===== config.mk =====
export PLATFORM = sky130hd
export DESIGN_NAME = stv_cart_mem_arbiter
export DESIGN_NICKNAME = d
export VERILOG_FILES = /design/src/rtl/stv_cart_mem_arbiter.sv
export SDC_FILE = /design/constraint.sdc
export NUM_CORES = 1
export LEC_CHECK = 0
export BUFFER_PORTS_ARGS = -buffer_cell sky130_fd_sc_hd__buf_2
export CELL_PAD_IN_SITES_DETAIL_PLACEMENT = 0
export CELL_PAD_IN_SITES_GLOBAL_PLACEMENT = 1
export CORE_UTILIZATION = 38
export CTS_CLUSTER_SIZE = 12
export DETAILED_ROUTE_END_ITERATION = 12
export PLACE_DENSITY = 0.82
export SKIP_LAST_GASP = 1
export SLEW_MARGIN = 10
export SYNTH_ARGS = -nofsm -noshare
export SYNTH_HDL_FRONTEND = slang
export SYNTH_SLANG_ARGS = --single-unit

===== constraint.sdc =====
create_clock -name clk_i -period 8.2 [get_ports clk_i]
set_clock_uncertainty 0.05 [all_clocks]
set_input_delay 0.82 -clock clk_i [delete_from_list [all_inputs] [get_ports clk_i]]
set_output_delay 0.82 -clock clk_i [all_outputs]
set_load 0.005 [all_outputs]

===== src/rtl/stv_cart_mem_arbiter.sv =====
// stv_cart_mem_arbiter: shares the ST-V cartridge ROM read port among the A-bus,
// 315-5838 and 315-5881 requesters; one read in flight, timeout abort, sticky ERR.
`default_nettype none

module stv_cart_mem_arbiter #(
    parameter int RR_MODE = 1,
    parameter int TIMEOUT = 255
) (
    input  logic        clk_i,
    input  logic        rst_i,
    input  logic        res_n_i,
    input  logic [2:0]  req_i,
    input  logic [25:1] a0_i,
    input  logic [25:1] a1_i,
    input  logic [25:1] a2_i,
    output logic [2:0]  ack_o,
    output logic [2:0]  gnt_o,
    output logic [15:0] rd_data_o,
    output logic        err_o,
    output logic        busy_o,
    output logic [25:1] mem_a_o,
    output logic        mem_rd_o,
    input  logic [15:0] mem_di_i,
    input  logic        mem_rdy_i
);

    localparam logic [1:0] S_IDLE = 2'd0;
    localparam logic [1:0] S_WAIT = 2'd1;
    localparam logic [1:0] S_DONE = 2'd2;
    localparam logic [7:0] CNT_LAST = 8'(TIMEOUT - 1);

    logic [1:0]  state_q, state_d;
    logic [2:0]  gnt_q, gnt_d;
    logic [2:0]  ack_q, ack_d;
    logic        mem_rd_q, mem_rd_d;
    logic [25:1] mem_a_q, mem_a_d;
    logic [15:0] rd_data_q, rd_data_d;
    logic        err_q, err_d;
    logic [1:0]  ptr_q, ptr_d;
    logic [7:0]  cnt_q, cnt_d;

    logic [1:0]  win_idx;
    logic        win_vld;
    logic [25:1] win_addr;

    // Rotating search from ptr_q; the pointer never leaves 0 in fixed-priority mode,
    // so the same search degenerates to lowest-index-wins.
    always_comb begin
        logic [2:0] cand;
        win_idx = 2'd0;
        win_vld = 1'b0;
        for (int k = 2; k >= 0; k--) begin
            cand = {1'b0, ptr_q} + 3'(k);
            if (cand >= 3'd3) begin
                cand = cand - 3'd3;
            end
            if (req_i[cand[1:0]]) begin
                win_idx = cand[1:0];
                win_vld = 1'b1;
            end
        end
    end

    always_comb begin
        case (win_idx)
            2'd1:    win_addr = a1_i;
            2'd2:    win_addr = a2_i;
            default: win_addr = a0_i;
        endcase
    end

    // State register and all output registers
    always_ff @(posedge clk_i or posedge rst_i) begin
        if (rst_i) begin
            state_q   <= S_IDLE;
            gnt_q     <= '0;
            ack_q     <= '0;
            mem_rd_q  <= 1'b0;
            mem_a_q   <= '0;
            rd_data_q <= '0;
            err_q     <= 1'b0;
            ptr_q     <= '0;
            cnt_q     <= '0;
        end else begin
            state_q   <= state_d;
            gnt_q     <= gnt_d;
            ack_q     <= ack_d;
            mem_rd_q  <= mem_rd_d;
            mem_a_q   <= mem_a_d;
            rd_data_q <= rd_data_d;
            err_q     <= err_d;
            ptr_q     <= ptr_d;
            cnt_q     <= cnt_d;
        end
    end

    // Next-state logic
    always_comb begin
        state_d = state_q;
        case (state_q)
            S_IDLE: begin
                if (win_vld) begin
                    state_d = S_WAIT;
                end
            end
            S_WAIT: begin
                if (mem_rdy_i || (cnt_q == CNT_LAST)) begin
                    state_d = S_DONE;
                end
            end
            default: state_d = S_IDLE;
        endcase
        if (!res_n_i) begin
            state_d = S_IDLE;
        end
    end

    // Output / datapath next values
    always_comb begin
        gnt_d     = gnt_q;
        ack_d     = '0;
        mem_rd_d  = mem_rd_q;
        mem_a_d   = mem_a_q;
        rd_data_d = rd_data_q;
        err_d     = err_q;
        ptr_d     = ptr_q;
        cnt_d     = cnt_q;
        case (state_q)
            S_IDLE: begin
                if (win_vld) begin
                    gnt_d    = 3'b001 << win_idx;
                    mem_a_d  = win_addr;
                    mem_rd_d = 1'b1;
                    cnt_d    = '0;
                    if (RR_MODE != 0) begin
                        ptr_d = (win_idx == 2'd2) ? 2'd0 : win_idx + 2'd1;
                    end
                end
            end
            S_WAIT: begin
                if (mem_rdy_i) begin
                    mem_rd_d  = 1'b0;
                    rd_data_d = mem_di_i;
                    ack_d     = gnt_q;
                end else if (cnt_q == CNT_LAST) begin
                    mem_rd_d  = 1'b0;
                    rd_data_d = 16'hFFFF;
                    err_d     = 1'b1;
                    ack_d     = gnt_q;
                end else if (cnt_q != 8'hFF) begin
                    cnt_d = cnt_q + 8'd1;
                end
            end
            default: begin
                gnt_d = '0;
            end
        endcase
        // Console reset drops any transfer silently; address and data are kept.
        if (!res_n_i) begin
            gnt_d    = '0;
            ack_d    = '0;
            mem_rd_d = 1'b0;
            err_d    = 1'b0;
            ptr_d    = '0;
            cnt_d    = '0;
        end
    end

    assign ack_o     = ack_q;
    assign gnt_o     = gnt_q;
    assign rd_data_o = rd_data_q;
    assign err_o     = err_q;
    assign busy_o    = (state_q != S_IDLE);
    assign mem_a_o   = mem_a_q;
    assign mem_rd_o  = mem_rd_q;

endmodule

`default_nettype wire


==> results of run 1 <==
[registers in the layout, summed over array words and instances (netlist names)]
signal / cells
ptr_q: 2
ack_o: 3
gnt_o: 3
cnt_q: 8
state_q: 2
rd_data_o: 16
mem_a_o: 25
err_o: 1
mem_rd_o: 1
[critical path, cell delays in order (launching register included)]
cell	delay, ps
dfrtp_1	400
inv_1	90
ha_1	380
nor2b_1	310
o2bb2ai_1	190
a21oi_1	80
o21ai_0	240
ha_1	830
a22oi_1	210
a21oi_1	250
mux2_2	190
[metrics by stage]
stage	util	power [mW]	cells	hold slack, ps	setup slack [ps]
detailed placement	0.492	1.40	548	431	4970
finish	0.515	1.65	564	445	4920
global placement	0.492	1.38	548	425	5020
global route	0.515	1.79	564	475	4510
CTS	0.515	1.67	564	449	4940
floorplan	-	1.15	316	436	5480
[layer usage]
| layer | vias up | track usage |
|---|---|---|
| li1 | 1468 | - |
| met1 | 1372 | 0.237 |
| met2 | 131 | 0.310 |
| met3 | 9 | 0.0590 |
| met4 | 0 | 0.0682 |
| met5 | - | 0 |
[worst paths after layout]
kind | to | cells past startpoint
max | mem_a_o[24]$_DFFE_PP0P_ | 10
min | err_o$_DFFE_PP0P_ | 1
max reg2reg | mem_a_o[24]$_DFFE_PP0P_ | 10
min reg2reg | err_o$_DFFE_PP0P_ | 1
max in group asynchronous | cnt_q[2]$_DFFE_PP0P_ | 3
min in group asynchronous | rd_data_o[13]$_DFFE_PP0P_ | 3
[cell type report]
type	instances	area [sq um]	share of cell area
inverters	10	37.5	0.00873
multi-input cells	223	1660	0.385
clock buffers	9	124	0.0288
flip-flops and latches	61	1530	0.355
clock inverters	7	73.8	0.0172
repair buffers	149	751	0.175
well taps	105	131	0.0306
[cell usage after synthesis, drive strengths merged (5+ instances only)]
library cell / number / area share
dfrtp: 61 / 0.46
nor2: 31 / 0.035
a21oi: 30 / 0.045
a22oi: 26 / 0.059
mux2: 25 / 0.11
clkbuf: 17 / 0.020
o22a: 17 / 0.045
nand2: 15 / 0.017
inv: 9 / 0.010
a31oi: 8 / 0.015
ha: 8 / 0.030
a41oi: 7 / 0.019
buf: 5 / 0.011
[cells by family (layout without fill, tap and decap cells)]
| kind of cell | Yosys count | count (layout) |
|---|---|---|
| buf+inv | 32 | 175 |
| flops | 61 | 61 |
| mux | 28 | 28 |
| compound gates | 116 | 116 |
| fa+ha+maj | 8 | 8 |
| simple gates | 71 | 71 |
[where the power goes]
group,switching (mW),total [mW],internal [mW]
Sequential,0.0745,0.502,0.428
Clock,0.128,0.269,0.141
Combinational,0.423,0.883,0.460
==> impl_metrics.yaml, run 1 <==
outcome:
  outcome: "finished, final reports clean"
finish:
  final_net_count: 560
  num_antenna_cells: 0
  fin_area_sq_um: 4300
  layout_common_cells: "buf_2, dfrtp_1, nor2_1"
  area_delta_synth_final_pct: 29.9
  layout-drive-gt1-share: 0.418
  nFillCells: 769
  final_common_cell: "buf_2"
die:
  floorplan.initialDensity: 0.397
  die_area_sq_um: 9090
  core_area_sq_um: 8340
  rows: 33
  fp.dieH_microns: 95.3
  io_pins: 148
  die_w_microns: 95.3
clocking:
  cts_resized: 0
  clockBufferDepth: 2
  cts-buffers-inserted: 9
  hold_buffers: 0
  postCtsSetupRepairBufs: 0
  cts_tree: "built"
  htree_levels: 3
  clock_sinks: 61
  clock_latency_ps: 340
  clockRootBuffer: "clkbuf_8"
  cts.clk_slew.worst_paths_ps: 70
detailed_routing:
  wl_met2_microns: 3970
  via_per_inst: 5.28
  route.detailed.drc: 0
  maxUsedRoutingLayer: "met4"
  wl_met3_microns: 661
  wl_per_cell_microns: 14.8
  wl_met1_microns: 3620
  drt-initial-drc-count: 85
  drt-total-wl_microns: 8350
  drtPass1Iterations: 4
  dr_total_vias: 2980
  drt.antenna.violating_nets: 0
setup_path:
  end_kind: "flop"
  required_ps: 8430
  r2r_slack_ps: 4920
  startpoint: "ptr_q[1]$_DFFE_PP0P_"
  cp-start-kind: "flop"
  crit_type: "reg2reg"
  worstPathArrival_ps: 3510
  cp_max_fo: 26
  reg2reg_from: "ptr_q[1]$_DFFE_PP0P_"
synthesis:
  synthesis.nets: 422
  synthAdderAreaFrac: 0.0302
  synth_seq_area_share: 0.461
  ys_types: 47
  synthXorXnorAreaFrac: 0
  synth_edf_count: 0
  synth_cells: 316
  synth_top_family_by_area: "compound AO/OA/AOI/OAI gates"
  synthArstFlopShare: 1.00
  yosysWarnings: 0
  synth-main-ff-cell: "dfrtp_1"
  synth_simple_gate_area_share: 0.0998
  syn_area_sq_um: 3310
  synth-compound-area-share: 0.252
  synth_mux_area_frac: 0.115
  synth_seq_cells: 61
  avgSynthCellArea_sq_um: 10.5
min_path:
  min_path_type: "reg2reg"
  hold_path.startpoint: "err_o$_DFFE_PP0P_"
placement:
  io_buffer_count: 147
  gp_congestion: 0.791
  post-dp-hpwl_microns: 6000
  place_area_sq_um: 4100
global_route:
  grt_pass1_wl_microns: 13100
  grt_use_total: 0.190
  overflow: 0
  antenna_found_initial: 0
  grt_pass1_vias: 2744
  grt_max_degree: 62
pwr:
  p_leak_nw: 2.06
  power.density_nw_per_um2: 385
  vdd_drop_max_v: 0.000176
timing:
  min_period_over_period: 0.400
  maxSlewViolCount: 0
  setup_viol: 0
  fin_crit_ps: 3280
  timing.slew.headroom: 0.306
  max_freq_mhz: 305
  finalHoldViolCount: 0
  tns_ps: 0
  tightest_slew_ps: 1040
  rsz0062_at_grt: "false"
flow_run:
  cap_violations: 0
No activity file was read; power rests on OpenSTA's default activity.
==> inputs of run 2 (changes only) <==
--- a/config.mk
+++ b/config.mk
@@ -8,10 +8,10 @@
 export BUFFER_PORTS_ARGS = -buffer_cell sky130_fd_sc_hd__buf_2
 export CELL_PAD_IN_SITES_DETAIL_PLACEMENT = 0
 export CELL_PAD_IN_SITES_GLOBAL_PLACEMENT = 1
-export CORE_UTILIZATION = 38
+export CORE_UTILIZATION = 32
 export CTS_CLUSTER_SIZE = 12
 export DETAILED_ROUTE_END_ITERATION = 12
-export PLACE_DENSITY = 0.82
+export PLACE_DENSITY = 0.73
 export SKIP_LAST_GASP = 1
 export SLEW_MARGIN = 10
 export SYNTH_ARGS = -nofsm -noshare
==> constraint.sdc (replaced) <==
create_clock -name clk_i -period 2.7 [get_ports clk_i]
set_clock_uncertainty 0.05 [all_clocks]
set_input_delay 0.27 -clock clk_i [delete_from_list [all_inputs] [get_ports clk_i]]
set_output_delay 0.27 -clock clk_i [all_outputs]
set_load 0.005 [all_outputs]
==> run 2 against run 1 <==
Die area grew 18%. Critical path depth grew 2. Count of clock-buffer cells in the layout is the same. Combinational power grew to 3.5 times the previous value. Cell area grew 6.3%. Maximum frequency grew 28%. Highest routed layer unchanged.
==> impl_metrics.yaml, run 2 (synthesized netlist as in run 1, its figures left out) <==
finish:
  largest_register_ffs: 25
  final_net_count: 573
  layout-drive-gt1-share: 0.472
  nFillCells: 970
  regArea_sq_um: 1530
  num_antenna_cells: 0
  area_delta_synth_final_pct: 38.1
  layout_common_cells: "buf_2, dfrtp_1, nor2_1"
  final_common_cell: "buf_2"
  multiInputGateArea_sq_um: 1740
clocking:
  cts-buffers-inserted: 9
  clock_latency_ps: 340
  clockRootBuffer: "clkbuf_8"
  clock_sinks: 61
  cts_tree: "built"
  cts.clk_slew.worst_paths_ps: 80
  htree_levels: 3
  clockBufferDepth: 2
die:
  die_area_sq_um: 10800
  floorplan.initialDensity: 0.334
  rows: 36
  core_area_sq_um: 9910
  io_pins: 148
  fp.dieH_microns: 104
  die_w_microns: 104
timing:
  setup_viol: 0
  maxSlewViolCount: 0
  tightest_slew_ps: 1080
  hold_ws_ps: 89.9
  fin_crit_ps: 2560
  timing.slew.headroom: 0.279
  max_freq_mhz: 390
  rsz0062_at_grt: "true"
  finalHoldViolCount: 0
  min_period_over_period: 0.949
setup_path:
  crit_buf_inv: 3
  cp_slowest_cell: "dfrtp_1"
  crit_type: "reg2reg"
  end_kind: "flop"
  critPathTopFamily: "compound AO/OA/AOI/OAI gates"
  required_ps: 2870
  crit_top_cell: "ha_2"
  crit_path_cell_trace: "inv_2, ha_2, buf_4, nand2_1, o211ai_1, a2bb2oi_2, o22a_1, ha_2, buf_6, a22oi_1, a21oi_1, mux2_4"
  cp-start-kind: "flop"
  worstPathArrival_ps: 2740
  max_stage_delay_ps: 400
  cp_max_fo: 17
  r2r_slack_ps: 140
detailed_routing:
  drt-total-wl_microns: 9120
  drtPass1Iterations: 4
  dr_total_vias: 3068
  drt-initial-drc-count: 136
  route.detailed.drc: 0
  drt.antenna.violating_nets: 0
  wl_per_cell_microns: 15.1
  via_per_inst: 5.07
global_route:
  grt_max_degree: 51
  grt_use_total: 0.168
  antenna_found_initial: 0
  overflow: 0
  grt_pass1_vias: 2962
  grt_pass1_wl_microns: 14600
pwr:
  power.density_nw_per_um2: 1180
  p_sw_mw: 2.02
  p_leak_nw: 2.14
  seqPwrFrac: 0.280
  p_int_mw: 3.38
  p_comb_frac: 0.567
  vdd_drop_max_v: 0.000572
  p_sw_frac: 0.375
  pwr-share-clk: 0.154
  power_mw: 5.40
outcome:
  outcome: "finished, final reports clean"
placement:
  post-dp-hpwl_microns: 6610
  io_buffer_count: 147
  gp_congestion: 0.823
min_path:
  min_path_type: "in2reg"
flow_run:
  cap_violations: 0
-- run 2: cell types whose count changed in the layout (fill, tap and decap cells not counted), moves of 2 or more --
cell     before  now
a22oi_1      26   14
a22oi_2       0   12
ha_1          8    4
buf_12        0    2
buf_4         2   10
ha_2          0    3
-- run 2: area by class of cell --
type,instances,area share
Multi-Input combinational cell,223,0.382
Sequential cell,61,0.334
Timing Repair Buffer,162,0.196
Tap cell,133,0.0364
Clock buffer,9,0.0271
Clock inverter,7,0.0162
Inverter,10,0.00821
-- run 2: worst register-to-register path: cells and delay by family (launching register included) --
| kind | cells | cell delay, ps |
|---|---|---|
| muxes | 1 | 260 |
| and+or+nand+nor | 1 | 60 |
| buffers and inverters | 3 | 400 |
| adders and majority gates | 2 | 490 |
| DFF | 1 | 400 |
| AOI/OAI and AO/OA | 5 | 790 |
-- run 2: final timing paths --
kind	cells past startpoint	startpoint	endpoint
max reg2reg	12	ptr_q[0]$_DFFE_PP0P_	mem_a_o[15]$_DFFE_PP0P_
min reg2reg	1	err_o$_DFFE_PP0P_	err_o$_DFFE_PP0P_
max in group asynchronous	4	rst_i	rd_data_o[12]$_DFFE_PP0P_
min in group asynchronous	3	rst_i	cnt_q[0]$_DFFE_PP0P_
min	2	mem_di_i[14]	rd_data_o[14]$_DFFE_PP0P_
max	12	ptr_q[0]$_DFFE_PP0P_	mem_a_o[15]$_DFFE_PP0P_
-- run 2: timing repair --
item,CTS,global route
hold buffers,1,0
endpoints found under the setup margin,2,25
resized for setup,0,22
hold endpoints to repair,17,0
gates cloned,0,1
setup buffers,1,0
pin swaps,1,1
-- run 2: layer usage --
| layer | vias up | share of wire | track usage |
|---|---|---|---|
| li1 | 1494 | - | - |
| met1 | 1434 | 0.46 | 0.223 |
| met2 | 130 | 0.46 | 0.268 |
| met3 | 10 | 0.062 | 0.0346 |
| met4 | 0 | 0.015 | 0.0694 |
| met5 | - | 0 | 0 |
-- run 2: power groups by stage --
stage               sequential (mW)  clock (mW)  combinational, mW
floorplan                      1.53           0               1.99
global placement               1.52           0               2.82
detailed placement             1.52           0               2.88
CTS                            1.51       0.856               2.89
global route                   1.56       0.889               3.37
finish                         1.51       0.829               3.06
-- run 2: through the flow --
step | area (sq um) | util | setup slack (ps) | std cells | TNS (ps)
floorplan | 3320 | - | 22.7 | 316 | 0
global placement | 4240 | 0.428 | 77.3 | 586 | 0
detailed placement | 4240 | 0.428 | 0.225 | 586 | 0
CTS | 4450 | 0.449 | 43.3 | 604 | 0
global route | 4570 | 0.461 | -27.0 | 605 | -219
finish | 4570 | 0.461 | 138 | 605 | 0
==> inputs of run 3 (changes only) <==
==> config.mk (replaced) <==
export PLATFORM = sky130hd
export DESIGN_NAME = stv_cart_mem_arbiter
export DESIGN_NICKNAME = d
export VERILOG_FILES = /design/src/rtl/stv_cart_mem_arbiter.sv
export SDC_FILE = /design/constraint.sdc
export NUM_CORES = 1
export LEC_CHECK = 0
export ABC_AREA = 1
export BUFFER_PORTS_ARGS = -buffer_cell sky130_fd_sc_hd__buf_2
export CELL_PAD_IN_SITES_DETAIL_PLACEMENT = 2
export CELL_PAD_IN_SITES_GLOBAL_PLACEMENT = 2
export CORE_UTILIZATION = 23
export CTS_CLUSTER_SIZE = 12
export DETAILED_ROUTE_END_ITERATION = 12
export PLACE_DENSITY = 0.73
export SKIP_LAST_GASP = 1
export SYNTH_ARGS = -nofsm -noshare
export SYNTH_HDL_FRONTEND = slang
export SYNTH_SLANG_ARGS = --single-unit
==> run 3 against run 2 <==
Global-route usage down 0.39 points. Maximum frequency rose by 1.5%. Utilization down 13 points. Final cell count grew 30%. Die area rose by 41%. Worst hold slack better by 64 ps. Largest power group unchanged. Largest cell class unchanged. Area after synthesis increased by 1.8%. Power is 14% higher.
==> impl_metrics.yaml, run 3 <==
global_route:
  grt_pass1_vias: 3873
  overflow: 0
  grt_max_degree: 53
  antenna_found_initial: 0
  grt_pass1_wl_microns: 19400
  grt_use_total: 0.164
placement:
  dp_slack_ps: -42.2
  gp_congestion: 0.822
  io_buffer_count: 147
  post-dp-hpwl_microns: 9020
  place_area_sq_um: 4270
  placedCellCount: 762
die:
  io_pins: 148
  floorplan.initialDensity: 0.239
  die_w_microns: 123
  die_area_sq_um: 15100
  rows: 43
  fp.dieH_microns: 123
  core_area_sq_um: 14100
setup_path:
  crit_path_cell_trace: "buf_4, ha_4, o21ai_0, nand2_2, buf_4, nor2_1, nor2_1, inv_1, ha_2, buf_12, nand2_1, nand3_1, o21ai_0, o21ai_0"
  cp_max_fo: 25
  cp_slowest_cell: "dfrtp_1"
  cp-start-kind: "flop"
  critPathTopFamily: "buffers and inverters"
  required_ps: 2870
  max_stage_delay_ps: 370
  r2r_slack_ps: 180
  worstPathArrival_ps: 2690
  reg2reg_from: "ptr_q[0]$_DFFE_PP0P_"
  end_kind: "flop"
  crit_buf_inv: 4
  crit_type: "reg2reg"
  startpoint: "ptr_q[0]$_DFFE_PP0P_"
  crit_top_cell: "o21ai_0"
  r2r-end: "mem_a_o[6]$_DFFE_PP0P_"
  reg2reg_depth: 14
clocking:
  clock_sinks: 61
  cts_tree: "built"
  clockBufferDepth: 2
  cts.clk_slew.worst_paths_ps: 50
  clock_latency_ps: 320
  htree_levels: 3
  cts-buffers-inserted: 9
  clockRootBuffer: "clkbuf_16"
flow_run:
  cap_violations: 0
detailed_routing:
  via_per_inst: 4.57
  dr_total_vias: 3584
  drt-total-wl_microns: 12000
  drt.antenna.violating_nets: 0
  route.detailed.drc: 0
  drt-initial-drc-count: 57
  wl_per_cell_microns: 15.4
  drtPass1Iterations: 4
pwr:
  vdd_drop_max_v: 0.000455
  power.density_nw_per_um2: 1310
  power_mw: 6.16
  p_leak_nw: 2.38
synthesis:
  synth_top_area_frac: 0.453
  yosysWarnings: 0
  ys_types: 28
  synthesis.nets: 556
  synth.top_cells.by_count: "nand2_1, dfrtp_1, o21ai_0"
  syn_area_sq_um: 3370
  synth_edf_count: 0
  synth-main-ff-cell: "dfrtp_1"
  synth_most_common_cell: "nand2_1"
  synth_seq_cells: 61
  synth_seq_area_share: 0.453
  synth_top_area_cell: "dfrtp_1"
  avgSynthCellArea_sq_um: 7.49
  synth_area_leaders: "dfrtp_1, nand2_1, o21ai_0"
  synthArstFlopShare: 1.00
  synth_cells: 450
timing:
  rsz0062_at_grt: "true"
  maxSlewViolCount: 0
  fin_crit_ps: 2520
  timing.slew.headroom: 0.622
  tightest_slew_ps: 564
  max_freq_mhz: 396
  finalHoldViolCount: 0
  setup_ws_ps: 177
  min_period_over_period: 0.934
  tns_ps: 0
  hold_ws_ps: 154
  setup_viol: 0
min_path:
  hold_end: "rd_data_o[11]$_DFFE_PP0P_"
  min_path_type: "in2reg"
  min_path_cells: 3
  hold_path.startpoint: "mem_di_i[11]"
finish:
  num_antenna_cells: 0
  layout_common_cells: "nand2_1, buf_2, dfrtp_1"
  final_common_cell: "nand2_1"
  largest_register_ffs: 25
  fin_util: 0.334
  layout-drive-gt1-share: 0.326
  final_net_count: 705
  fin_area_sq_um: 4710
  area_delta_synth_final_pct: 39.7
  stdcell_count: 784
outcome:
  outcome: "finished, final reports clean"
==> run 3: cell count changes after synthesis, moves of 15 or more <==
| cell | change |
|---|---|
| nand2_1 | +134 |
| o21ai_0 | +54 |
| nand3_1 | +44 |
| a21oi_1 | -29 |
| a22oi_1 | -26 |
| mux2_4 | -18 |
| o22a_1 | -17 |
| o21ai_1 | +15 |
==> run 3: layout make-up <==
| type | instances | area, sq um |
|---|---|---|
| Tap cell | 180 | 225 |
| Multi-Input combinational cell | 341 | 1650 |
| Inverter | 27 | 101 |
| Timing Repair Buffer | 159 | 875 |
| Fill cell | 1700 | 9390 |
| Clock buffer | 12 | 256 |
| Sequential cell | 61 | 1530 |
| Clock inverter | 4 | 70.1 |
==> run 3: metal layers <==
layer  GRT usage  share of wire  vias up
met5           0              0        -
met2       0.278           0.47      116
li1            -              -     1754
met4      0.0474          0.011        0
met1       0.194           0.42     1702
met3      0.0613          0.091       12
==> run 3: worst max path at each step <==
stage	to	slack (ps)	depth (start not counted)
after global placement	mem_a_o[25]$_DFFE_PP0P_	140	14
after global routing	mem_a_o[24]$_DFFE_PP0P_	-40	14
final	mem_a_o[6]$_DFFE_PP0P_	180	14
after floorplan	mem_a_o[24]$_DFFE_PP0P_	290	14
after detailed placement	mem_a_o[24]$_DFFE_PP0P_	-40	14
after CTS	mem_a_o[24]$_DFFE_PP0P_	-0.8	15
==> run 3: report_power, final <==
group	leakage [nW]	internal (mW)	switching, mW
Clock	0.163	0.855	0.411
Sequential	0.768	1.32	0.217
Combinational	1.45	1.37	2.00
Total	2.38	3.54	2.62
==> run 3: logic make-up after synthesis <==
logic type,count (synthesis),share of synthesized area
xor gates and xnor gates,2,0.00520
buffers and inverters,48,0.0687
adders and majority gates,8,0.0297
AOI/OAI and AO/OA,76,0.116
DFF,61,0.453
and+or+nand+nor,255,0.328
==> run 3: worst register-to-register path, stage by stage (launching register included) <==
cell     delay (ps)
dfrtp_1         370
buf_4           150
ha_4            180
o21ai_0         260
nand2_2         110
buf_4           150
nor2_1          100
nor2_1           70
inv_1           120
ha_2            230
buf_12          170
nand2_1          90
nand3_1          80
o21ai_0          80
o21ai_0         200
==> run 3: repair_timing <==
| item | CTS | global route |
|---|---|---|
| buffers inserted | 0 | 4 |
| cloned | 0 | 1 |
| endpoints found under the setup margin | 1 | 25 |
| hold endpoints to repair | 19 | 0 |
| gates resized for setup | 1 | 10 |
| hold buffers | 1 | 0 |
